[src/rtl/cmprs_pkg.sv]
// Shared definitions for the carry-save compressor datapath.
// Row-count helpers size the reduction tree at elaboration time.
package cmprs_pkg;

    localparam int MAX_OPS = 8;

    typedef enum logic {
        ACC_IDLE = 1'b0,
        ACC_RUN  = 1'b1
    } acc_state_e;

    // Rows left after lvl levels: each group of three becomes two.
    function automatic int rows_after(int rows, int lvl);
        int r;
        r = rows;
        for (int i = 0; i < lvl; i++) begin
            r = 2 * (r / 3) + r % 3;
        end
        return r;
    endfunction

    function automatic int tree_depth(int rows);
        int r;
        int d;
        r = rows;
        d = 0;
        for (int i = 0; i < 32; i++) begin
            if (r > 2) begin
                r = 2 * (r / 3) + r % 3;
                d++;
            end
        end
        return d;
    endfunction

endpackage

[src/rtl/cmprs_2to1.sv]
// 2:1 compressor cell (half adder).
// Used where a column holds only two bits.
module cmprs_2to1 (
    input  logic [1:0] data,
    output logic       sum,
    output logic       cout
);

    assign sum  = data[0] ^ data[1];
    assign cout = data[0] & data[1];

endmodule

[src/rtl/cmprs_3to2.sv]
// 3:2 compressor cell (full adder).
// Basic building block of the carry-save tree.
module cmprs_3to2 (
    input  logic [2:0] data,
    output logic       sum,
    output logic       cout
);

    assign sum  = ^data;
    assign cout = (data[0] & data[1])
                | (data[0] & data[2])
                | (data[1] & data[2]);

endmodule

[src/rtl/cmprs_acc_pipe.sv]
// Multi-operand carry-save compressor with redundant accumulator.
// Tree feeds a stage-1 row register, then a carry-propagate stage.
module cmprs_acc_pipe
    import cmprs_pkg::*;
#(
    parameter int NUM_OPS   = 4,
    parameter int WIDTH     = 16,
    parameter int ACC_WIDTH = WIDTH + 8
) (
    input  logic                     clk,
    input  logic                     rst,
    input  logic                     in_valid,
    output logic                     in_ready,
    input  logic [NUM_OPS*WIDTH-1:0] in_data,
    input  logic                     in_signed,
    input  logic                     in_acc,
    input  logic                     in_last,
    output logic                     out_valid,
    input  logic                     out_ready,
    output logic [ACC_WIDTH-1:0]     out_sum,
    output logic                     out_last
);

    localparam int NR    = NUM_OPS + 2;
    localparam int DEPTH = tree_depth(NR);
    localparam int AW    = ACC_WIDTH;

    acc_state_e state_q;
    acc_state_e state_d;

    logic [AW-1:0] acc_s;
    logic [AW-1:0] acc_c;
    logic          use_acc;
    logic          accept;
    logic          s2_ready;

    logic          s1_valid;
    logic [AW-1:0] s1_s;
    logic [AW-1:0] s1_c;
    logic          s1_last;

    logic [AW-1:0] fin_s;
    logic [AW-1:0] fin_c;

    assign s2_ready = !out_valid || out_ready;
    assign in_ready = !s1_valid || s2_ready;
    assign accept   = in_valid && in_ready;
    // Rows are zero while idle, so gating on state is free.
    assign use_acc  = in_acc && (state_q == ACC_RUN);

    for (genvar l = 0; l <= DEPTH; l++) begin : lv
        localparam int N = rows_after(NR, l);
        logic [AW-1:0] r [N];

        if (l == 0) begin : g_in
            for (genvar k = 0; k < NUM_OPS; k++) begin : g_op
                logic [WIDTH-1:0] op;
                logic             ext;
                assign op   = in_data[k*WIDTH +: WIDTH];
                assign ext  = in_signed & op[WIDTH-1];
                assign r[k] = {{(AW-WIDTH){ext}}, op};
            end
            assign r[NUM_OPS]   = acc_s & {AW{use_acc}};
            assign r[NUM_OPS+1] = acc_c & {AW{use_acc}};
        end else begin : g_red
            localparam int NP  = rows_after(NR, l - 1);
            localparam int G   = NP / 3;
            localparam int REM = NP % 3;

            for (genvar g = 0; g < G; g++) begin : g_fa
                logic [AW-1:0] a;
                logic [AW-1:0] b;
                logic [AW-1:0] c;
                logic [AW-1:0] s;
                logic [AW-2:0] co;
                assign a = lv[l-1].r[3*g];
                assign b = lv[l-1].r[3*g+1];
                assign c = lv[l-1].r[3*g+2];
                for (genvar k = 0; k < AW - 1; k++) begin : g_col
                    cmprs_3to2 u_fa (
                        .data ({a[k], b[k], c[k]}),
                        .sum  (s[k]),
                        .cout (co[k])
                    );
                end
                // Top column carry falls off the result width.
                assign s[AW-1]   = a[AW-1] ^ b[AW-1] ^ c[AW-1];
                assign r[2*g]    = s;
                assign r[2*g+1]  = {co, 1'b0};
            end

            if (REM == 2) begin : g_ha
                logic [AW-1:0] a;
                logic [AW-1:0] b;
                logic [AW-1:0] s;
                logic [AW-2:0] co;
                assign a = lv[l-1].r[3*G];
                assign b = lv[l-1].r[3*G+1];
                for (genvar k = 0; k < AW - 1; k++) begin : g_col
                    cmprs_2to1 u_ha (
                        .data ({a[k], b[k]}),
                        .sum  (s[k]),
                        .cout (co[k])
                    );
                end
                assign s[AW-1]    = a[AW-1] ^ b[AW-1];
                assign r[2*G]     = s;
                assign r[2*G+1]   = {co, 1'b0};
            end else if (REM == 1) begin : g_pass
                assign r[2*G] = lv[l-1].r[3*G];
            end
        end
    end

    assign fin_s = lv[DEPTH].r[0];
    assign fin_c = lv[DEPTH].r[1];

    always_comb begin
        state_d = state_q;
        unique case (state_q)
            ACC_IDLE: if (accept && !in_last) state_d = ACC_RUN;
            ACC_RUN:  if (accept && in_last)  state_d = ACC_IDLE;
        endcase
    end

    always_ff @(posedge clk) begin
        if (rst) begin
            state_q <= ACC_IDLE;
            acc_s   <= '0;
            acc_c   <= '0;
        end else begin
            state_q <= state_d;
            if (accept) begin
                acc_s <= in_last ? '0 : fin_s;
                acc_c <= in_last ? '0 : fin_c;
            end
        end
    end

    always_ff @(posedge clk) begin
        if (rst) begin
            s1_valid <= 1'b0;
            s1_s     <= '0;
            s1_c     <= '0;
            s1_last  <= 1'b0;
        end else begin
            if (in_ready) s1_valid <= in_valid;
            if (accept) begin
                s1_s    <= fin_s;
                s1_c    <= fin_c;
                s1_last <= in_last;
            end
        end
    end

    always_ff @(posedge clk) begin
        if (rst) begin
            out_valid <= 1'b0;
            out_sum   <= '0;
            out_last  <= 1'b0;
        end else begin
            if (s2_ready) out_valid <= s1_valid;
            if (s1_valid && s2_ready) begin
                out_sum  <= s1_s + s1_c;
                out_last <= s1_last;
            end
        end
    end

endmodule
[config.mk]
export PLATFORM = sky130hd
export DESIGN_NAME = cmprs_acc_pipe
export DESIGN_NICKNAME = d
export VERILOG_FILES = /design/src/rtl/cmprs_pkg.sv /design/src/rtl/cmprs_2to1.sv /design/src/rtl/cmprs_3to2.sv /design/src/rtl/cmprs_acc_pipe.sv
export SDC_FILE = /design/constraint.sdc
export NUM_CORES = 1
export LEC_CHECK = 0
export ABC_AREA = 1
export CORE_ASPECT_RATIO = 1.1
export CORE_MARGIN = 2
export CORE_UTILIZATION = 35
export DETAILED_ROUTE_END_ITERATION = 10
export SYNTH_ARGS = -nofsm -noshare
export SYNTH_HDL_FRONTEND = slang
export SYNTH_HIERARCHICAL = 1
export SYNTH_SLANG_ARGS = --single-unit
[constraint.sdc]
create_clock -name clk -period 4 [get_ports clk]
set_input_delay 0.8 -clock clk [delete_from_list [all_inputs] [get_ports clk]]
set_output_delay 0.8 -clock clk [all_outputs]
set_load 0.02 [all_outputs]
==> out/metrics.csv, run 1 <==
stage,metric,value,unit
timing,relSlewSlack,43.98,%
timing,final_critical_period,3215,ps
critical_path,crit_path_end_kind,flop,
global_route,initial_antenna_violation_count,0,
critical_path,startpoint_type,input pin,
die,pin_count,98,
final_layout,multi_input_area,5195,µm²
timing,timing.final.ws_setup,785.3,ps
logic_synthesis,post_synth.cell_area_avg,7.718,µm²
critical_path,critical_path.top_delay_family,adder cells,
clock_network,cts.clk_slew.worst_paths,60,ps
pwr,lkg_pwr,4.232,nW
global_route,global_route_wire_length_before_repair,33620,µm
detailed_routing,route.detailed.vias_per_inst,4.727,
critical_path,critPathMaxStageDelay,560,ps
detailed_routing,detail_route.iter0.violations,431,
logic_synthesis,synth_cell_type_count,36,
critical_path,criticalPathCategory,in2reg,
logic_synthesis,netlist_instances,1082,
global_route,met1_usage,25.22,%
timing,fin_hold_ws,456.6,ps
detailed_routing,drt_wl_total,19860,µm
logic_synthesis,synth-warning-count,6,
final_layout,layout.cells.most_common_list,"273 x sky130_fd_sc_hd__nand2_1, 123 x sky130_fd_sc_hd__dfxtp_1, 119 x sky130_fd_sc_hd__inv_1",
clock_network,cts_made_buffers,17,
clock_network,tritoncts,done,
global_route,first_global_vias,6789,
critical_path,crit_path_start,in_signed,
job,maxCapViolCount,0,
clock_network,setup_repair_bufs_after_cts,0,
timing,timing_hold_violations_final,0,
critical_path,critPathArrivalTime,3560,ps
timing,final.period_utilization,80.37,%
placed_design,dpl_worst_slack,343.0,ps
pwr,power.ir.vdd_worst,0.2314,mV
detailed_routing,routedWlPerCell,13.43,µm
outcome,outcome,finished clean,
clock_network,cts_hold_repair.buffers,0,
timing,setup_viol,0,
critical_path,crit_path_max_fanout,8,
final_layout,antenna_cells_inserted,0,
timing,worstMarginPinSlew,840.2,ps
critical_path,worst_path_max_delay_cell,sky130_fd_sc_hd__clkdlybuf4s50_1,
detailed_routing,route.antenna.remaining_nets,0,
die,die_area,25110,µm²
clock_network,htree_levels,4,
final_layout,seq_area,2462,µm²
min_path,kind_of_path_behind_the_tightest_hold_check,reg2reg,
critical_path,crit_chain,"clkdlybuf4s50_1, nand2_1, inv_1, fa_1, fa_1, fa_1, nand3_1, a21oi_1",
global_route,grt_max_degree,98,
detailed_routing,num_vias,6986,
pwr,total_power_consumption_of_the_routed_design,4.054,mW
placed_design,detailedPlacementHpwl,14490,µm
global_route,grt.total_usage,16.74,%
global_route,globalRouteOverflowTotal,0,
critical_path,worstPathRequired,4350,ps
detailed_routing,drcViolationCount,0,
critical_path,crit_path_frequent_cell,sky130_fd_sc_hd__fa_1,
die,fp-row-count,59,
clock_network,cts_sinks,123,
timing,unrepaired_setup_endpoints_after_global_routing,no,
die,die_width,151.3,µm
placed_design,placement.io_buffers,97,
placed_design,place_area,9578,µm²
global_route,use_met3,3.462,%
clock_network,clock_latency,420,ps
final_layout,fillerInstances,2427,
die,die_h,166,µm
timing,achievable-frequency,311.1,MHz
timing,setup_total_negative_slack,0,ps
logic_synthesis,ys_seq_area_share,29.49,%
final_layout,finalNetCount,1346,
pwr,p_per_area,398.5,nW/µm²
timing,skew,9.493,ps
detailed_routing,pre_repair_dr_iteration_count,5,
clock_network,postCtsResizedCells,0,
final_layout,mostFrequentLayoutCell,sky130_fd_sc_hd__nand2_1,
die,initial_cell_density_of_the_core,35.46,%
final_layout,fin_area,10170,µm²
logic_synthesis,synth_seq_cells,123,
timing,drv_slew,0,
die,core,23550,µm²
min_path,worstHoldStart,s1_s[0],
final_layout,drive_above_1_share,6.735,%
clock_network,clockBufferDepth,2,
clock_network,cts-root-buf,sky130_fd_sc_hd__clkbuf_16,
global_route,gr-max-usage-layer,met1,
placed_design,routabilityCongestion,0.8396,
final_layout,area_growth,21.82,%
logic_synthesis,post_synth_instance_area,8351,µm²
global_route,grtUsageMet2,24.18,%
critical_path,critical_path.n_buffers_inverters,2,
==> worst reg2reg max path: stages, from the launching register on <==
cell and delay, ps:
sky130_fd_sc_hd__dfxtp_1 310, sky130_fd_sc_hd__nand2_1 90, sky130_fd_sc_hd__buf_12 230, sky130_fd_sc_hd__nor2_1 130
sky130_fd_sc_hd__fa_1 520, sky130_fd_sc_hd__fa_1 510, sky130_fd_sc_hd__fa_1 540, sky130_fd_sc_hd__nand2_1 90
sky130_fd_sc_hd__a21oi_1 150
==> cell type report <==
cell class / count / area share [%]
multi-input combinational: 786 / 51.07
inverter: 128 / 4.723
clock buffer: 19 / 4.453
clock inverter: 13 / 1.390
timing repair buffer: 104 / 10.41
sequential: 123 / 24.21
tap: 305 / 3.752
==> logic make-up (layout without fill, tap and decap cells) <==
group / count (synthesis) / in the layout / share of synthesized area [%]
other: 1 / 4 / 0.04491
AO/OA/AOI/OAI: 140 / 140 / 8.975
AND/OR/NAND/NOR: 519 / 519 / 26.63
buffers and inverters: 176 / 264 / 8.436
flip-flops: 123 / 123 / 29.49
adder cells (fa/ha/maj): 115 / 115 / 25.59
XOR/XNOR: 8 / 8 / 0.8391
==> per-stage QoR <==
| stage | utilization, % | instances |
|---|---|---|
| after floorplan | - | 1085 |
| after global placement | 40.67 | 1446 |
| after detailed placement | 40.67 | 1446 |
| after CTS | 43.20 | 1478 |
| after global routing | 43.20 | 1478 |
| final | 43.20 | 1478 |
==> final timing paths <==
path | to | depth (start not counted) | slack (ps)
hold / removal | out_sum[0] | 2 | 460
hold reg to reg | out_sum[0] | 2 | 460
setup reg to reg | s1_s[14] | 8 | 1350
setup / recovery | acc_s[21] | 8 | 790
==> cells in the mapped netlist <==
cell type                  count  area share (%)
sky130_fd_sc_hd__a211oi_1      2            0.18
sky130_fd_sc_hd__a21o_1        2            0.18
sky130_fd_sc_hd__a21oi_1     118             7.1
sky130_fd_sc_hd__a21oi_2       1            0.10
sky130_fd_sc_hd__and2_1        1           0.075
sky130_fd_sc_hd__buf_1         4            0.18
sky130_fd_sc_hd__buf_2        23             1.4
sky130_fd_sc_hd__buf_4         3            0.27
sky130_fd_sc_hd__clkbuf_1     17            0.76
sky130_fd_sc_hd__clkbuf_4      1           0.090
sky130_fd_sc_hd__clkinv_1      1           0.045
sky130_fd_sc_hd__conb_1        1           0.045
sky130_fd_sc_hd__dfxtp_1     123              29
sky130_fd_sc_hd__fa_1         93              22
sky130_fd_sc_hd__ha_1         22             3.3
sky130_fd_sc_hd__inv_1       119             5.3
sky130_fd_sc_hd__inv_2         8            0.36
sky130_fd_sc_hd__nand2_1     273              12
sky130_fd_sc_hd__nand2_2      10            0.75
sky130_fd_sc_hd__nand3_1      89             5.3
sky130_fd_sc_hd__nand3_2       3            0.36
sky130_fd_sc_hd__nand3b_1      1           0.090
sky130_fd_sc_hd__nand3b_2      1            0.13
sky130_fd_sc_hd__nand4_1      11            0.82
sky130_fd_sc_hd__nor2_1      115             5.2
sky130_fd_sc_hd__nor2_2        6            0.45
sky130_fd_sc_hd__nor2_4        5            0.67
sky130_fd_sc_hd__nor3_1        1           0.060
sky130_fd_sc_hd__nor3_2        2            0.24
sky130_fd_sc_hd__nor3_4        1            0.19
sky130_fd_sc_hd__o21ai_0      11            0.66
sky130_fd_sc_hd__o21ai_1       1           0.060
sky130_fd_sc_hd__o21bai_1      3            0.27
sky130_fd_sc_hd__o21bai_4      2            0.45
sky130_fd_sc_hd__xnor2_1       3            0.31
sky130_fd_sc_hd__xor2_1        5            0.52
==> report_power, final <==
group / total (mW) / switching [mW] / internal [mW] / leakage (nW)
combinational: 1.09 / 0.617 / 0.472 / 2.94
clock: 1.55 / 0.597 / 0.953 / 0.286
sequential: 1.41 / 0.0690 / 1.35 / 1.01
==> layer usage <==
layer / wire (µm) / up-vias
met4: 248 / 0
met5: 0 / -
met2: 8506 / 167
met3: 944 / 18
li1: - / 3544
met1: 10160 / 3257
==> flip-flops by register name, summed over array words and instances, names as in the netlist, named ones only <==
signal,flops
s1_valid,1
out_valid,1
s1_s,24
s1_last,1
out_last,1
s1_c,23
acc_s,24
acc_c,23
out_sum,24
(Power assumes the default switching activity.)
==> inputs of run 2 (changes only) <==
==> constraint.sdc (replaced) <==
create_clock -name clk -period 3 [get_ports clk]
set_input_delay 0.6 -clock clk [delete_from_list [all_inputs] [get_ports clk]]
set_output_delay 0.6 -clock clk [all_outputs]
set_load 0.02 [all_outputs]
==> run 2 against run 1 <==
  * Non-clock buffer count is 18 higher
  * Highest routed layer unchanged
  * First-iteration DRC count down 10%
  * Largest cell class unchanged
  * Total power increased by 33%
  * Wire length up 3.1%
==> out/metrics.csv, run 2 (synthesized netlist as in run 1, its figures left out) <==
stage,metric,value,unit
global_route,globalRouteOverflowTotal,0,
detailed_routing,drcViolationCount,0,
detailed_routing,num_vias,7061,
placed_design,placement.io_buffers,97,
global_route,grt.total_usage,17.22,%
critical_path,timing.reg2reg.setup_slack,370,ps
die,die_area,25110,µm²
clock_network,cts_made_buffers,17,
global_route,first_global_vias,7097,
timing,drv_slew,0,
min_path,worstHoldStart,s1_last,
critical_path,criticalPathCategory,in2reg,
timing,final_critical_period,2932,ps
pwr,total_power_consumption_of_the_routed_design,5.410,mW
timing,setup_viol,0,
timing,timing_hold_violations_final,0,
detailed_routing,route.antenna.remaining_nets,0,
critical_path,startpoint_type,input pin,
final_layout,largest_registers,"acc_s: 24 flops, out_sum: 24 flops, s1_s: 24 flops",
critical_path,crit_path_start,in_acc,
final_layout,layout.cells.most_common_list,"272 x sky130_fd_sc_hd__nand2_1, 123 x sky130_fd_sc_hd__dfxtp_1, 119 x sky130_fd_sc_hd__inv_1",
min_path,kind_of_path_behind_the_tightest_hold_check,reg2reg,
clock_network,clockBufferDepth,2,
die,die_width,151.3,µm
die,pin_count,98,
critical_path,depth_of_the_worst_register_to_register_path,8,
final_layout,finalNetCount,1364,
outcome,outcome,finished clean,
critical_path,crit_path_end_kind,flop,
pwr,lkg_pwr,4.329,nW
timing,timing.final.ws_setup,68.13,ps
final_layout,mostFrequentLayoutCell,sky130_fd_sc_hd__nand2_1,
clock_network,cts_hold_repair.buffers,0,
detailed_routing,routedWlPerCell,13.68,µm
placed_design,dpl_worst_slack,-390.4,ps
final_layout,drive_above_1_share,10.58,%
clock_network,cts_sinks,123,
critical_path,crit-reg2reg-capture,acc_s[16],
pwr,p_per_area,517.6,nW/µm²
die,initial_cell_density_of_the_core,35.46,%
critical_path,crit_path_max_fanout,10,
global_route,global_route_wire_length_before_repair,34510,µm
timing,relSlewSlack,48.59,%
clock_network,cts-root-buf,sky130_fd_sc_hd__clkbuf_16,
die,die_h,166,µm
final_layout,antenna_cells_inserted,0,
job,maxCapViolCount,0,
global_route,initial_antenna_violation_count,0,
critical_path,crit_end,acc_s[16],
die,core,23550,µm²
clock_network,cts.clk_slew.worst_paths,60,ps
critical_path,worstPathRequired,3360,ps
detailed_routing,detail_route.iter0.violations,387,
placed_design,routabilityCongestion,0.8680,
timing,skew,8.433,ps
global_route,grt_max_degree,98,
die,fp-row-count,59,
timing,final.period_utilization,97.73,%
detailed_routing,pre_repair_dr_iteration_count,4,
timing,worstMarginPinSlew,771.2,ps
placed_design,detailedPlacementHpwl,14720,µm
detailed_routing,route.detailed.vias_per_inst,4.720,
critical_path,critPathArrivalTime,3290,ps
timing,achievable-frequency,341.1,MHz
clock_network,tritoncts,done,
detailed_routing,drt_wl_total,20470,µm
clock_network,clock_latency,420,ps
pwr,power.ir.vdd_worst,0.3332,mV
timing,unrepaired_setup_endpoints_after_global_routing,yes,
final_layout,area_growth,25.19,%
clock_network,htree_levels,4,
==> run 2: cell count changes in the layout (fill, tap and decap cells not counted), moves of 3 or more <==
| cell | before | now |
|---|---|---|
| sky130_fd_sc_hd__clkbuf_1 | 0 | 3 |
| sky130_fd_sc_hd__nor2_1 | 115 | 86 |
| sky130_fd_sc_hd__nor2_2 | 6 | 35 |
| sky130_fd_sc_hd__buf_12 | 3 | 8 |
| sky130_fd_sc_hd__inv_6 | 3 | 0 |
| sky130_fd_sc_hd__buf_4 | 5 | 16 |
==> run 2: final cells by class <==
cell class | instances | area, µm²
Multi-Input combinational cell | 786 | 5280
Timing Repair Buffer | 122 | 1277
Fill cell | 2366 | 13100
Sequential cell | 123 | 2462
Clock buffer | 21 | 450.4
Inverter | 128 | 480.5
Tap cell | 305 | 381.6
Clock inverter | 11 | 121.4
==> run 2: worst max-delay path: stages <==
cell and delay (ps):
sky130_fd_sc_hd__clkdlybuf4s50_1 500, sky130_fd_sc_hd__nand2_4 100, sky130_fd_sc_hd__clkbuf_16 200, sky130_fd_sc_hd__nor2_1 140, sky130_fd_sc_hd__fa_1 460, sky130_fd_sc_hd__fa_1 530
sky130_fd_sc_hd__fa_1 530, sky130_fd_sc_hd__nand3_1 80, sky130_fd_sc_hd__a21oi_1 140
==> run 2: what timing repair did <==
action                                  CTS  global route
gates resized for setup                   0            33
endpoints found under the setup margin    0            16
setup buffers                             0             0
==> run 2: report_power, final <==
part | switching, mW | internal, mW
Sequential | 0.0945 | 1.79
Clock | 0.778 | 1.24
Combinational | 0.843 | 0.663
==> run 2: through the flow <==
stage,hold WS (ps),area [µm²],cells,utilization (%),setup TNS (ps)
3_3_place_gp,452.2,9761,1462,41.45,-21530
2_1_floorplan,440.1,8362,1085,-,0
5_1_grt,485.5,10450,1496,44.39,-23.04
4_1_cts,465.5,10330,1494,43.88,0
3_5_place_dp,456.2,9761,1462,41.45,-24520
6_report,457.3,10450,1496,44.39,0
==> run 2: per-layer routing <==
metal / global-route usage, % / share of wire, % / vias to the layer above
li1: - / - / 3588
met1: 25.37 / 50 / 3294
met2: 25.40 / 43 / 155
met3: 3.269 / 4.4 / 24
met4: 5.445 / 1.7 / 0
met5: 0 / 0 / -
==> run 2: worst min-delay path by stage <==
stage | end | slack, ps | depth (start not counted)
6_report | out_last | 460 | 2
5_1_grt | acc_s[4] | 490 | 2
4_1_cts | acc_c[3] | 470 | 2
3_5_place_dp | acc_c[3] | 460 | 2
3_3_place_gp | s1_last | 450 | 2
2_1_floorplan | out_last | 440 | 2
==> inputs of run 3 (changes only) <==
--- a/config.mk
+++ b/config.mk
@@ -6,10 +6,12 @@
 export NUM_CORES = 1
 export LEC_CHECK = 0
 export ABC_AREA = 1
+export CAP_MARGIN = 20
 export CORE_ASPECT_RATIO = 1.1
 export CORE_MARGIN = 2
 export CORE_UTILIZATION = 35
 export DETAILED_ROUTE_END_ITERATION = 10
+export SLEW_MARGIN = 10
 export SYNTH_ARGS = -nofsm -noshare
 export SYNTH_HDL_FRONTEND = slang
 export SYNTH_HIERARCHICAL = 1
==> results of run 3 <==
Same layout as run 2: the final DEF is identical, and so are final timing and power.
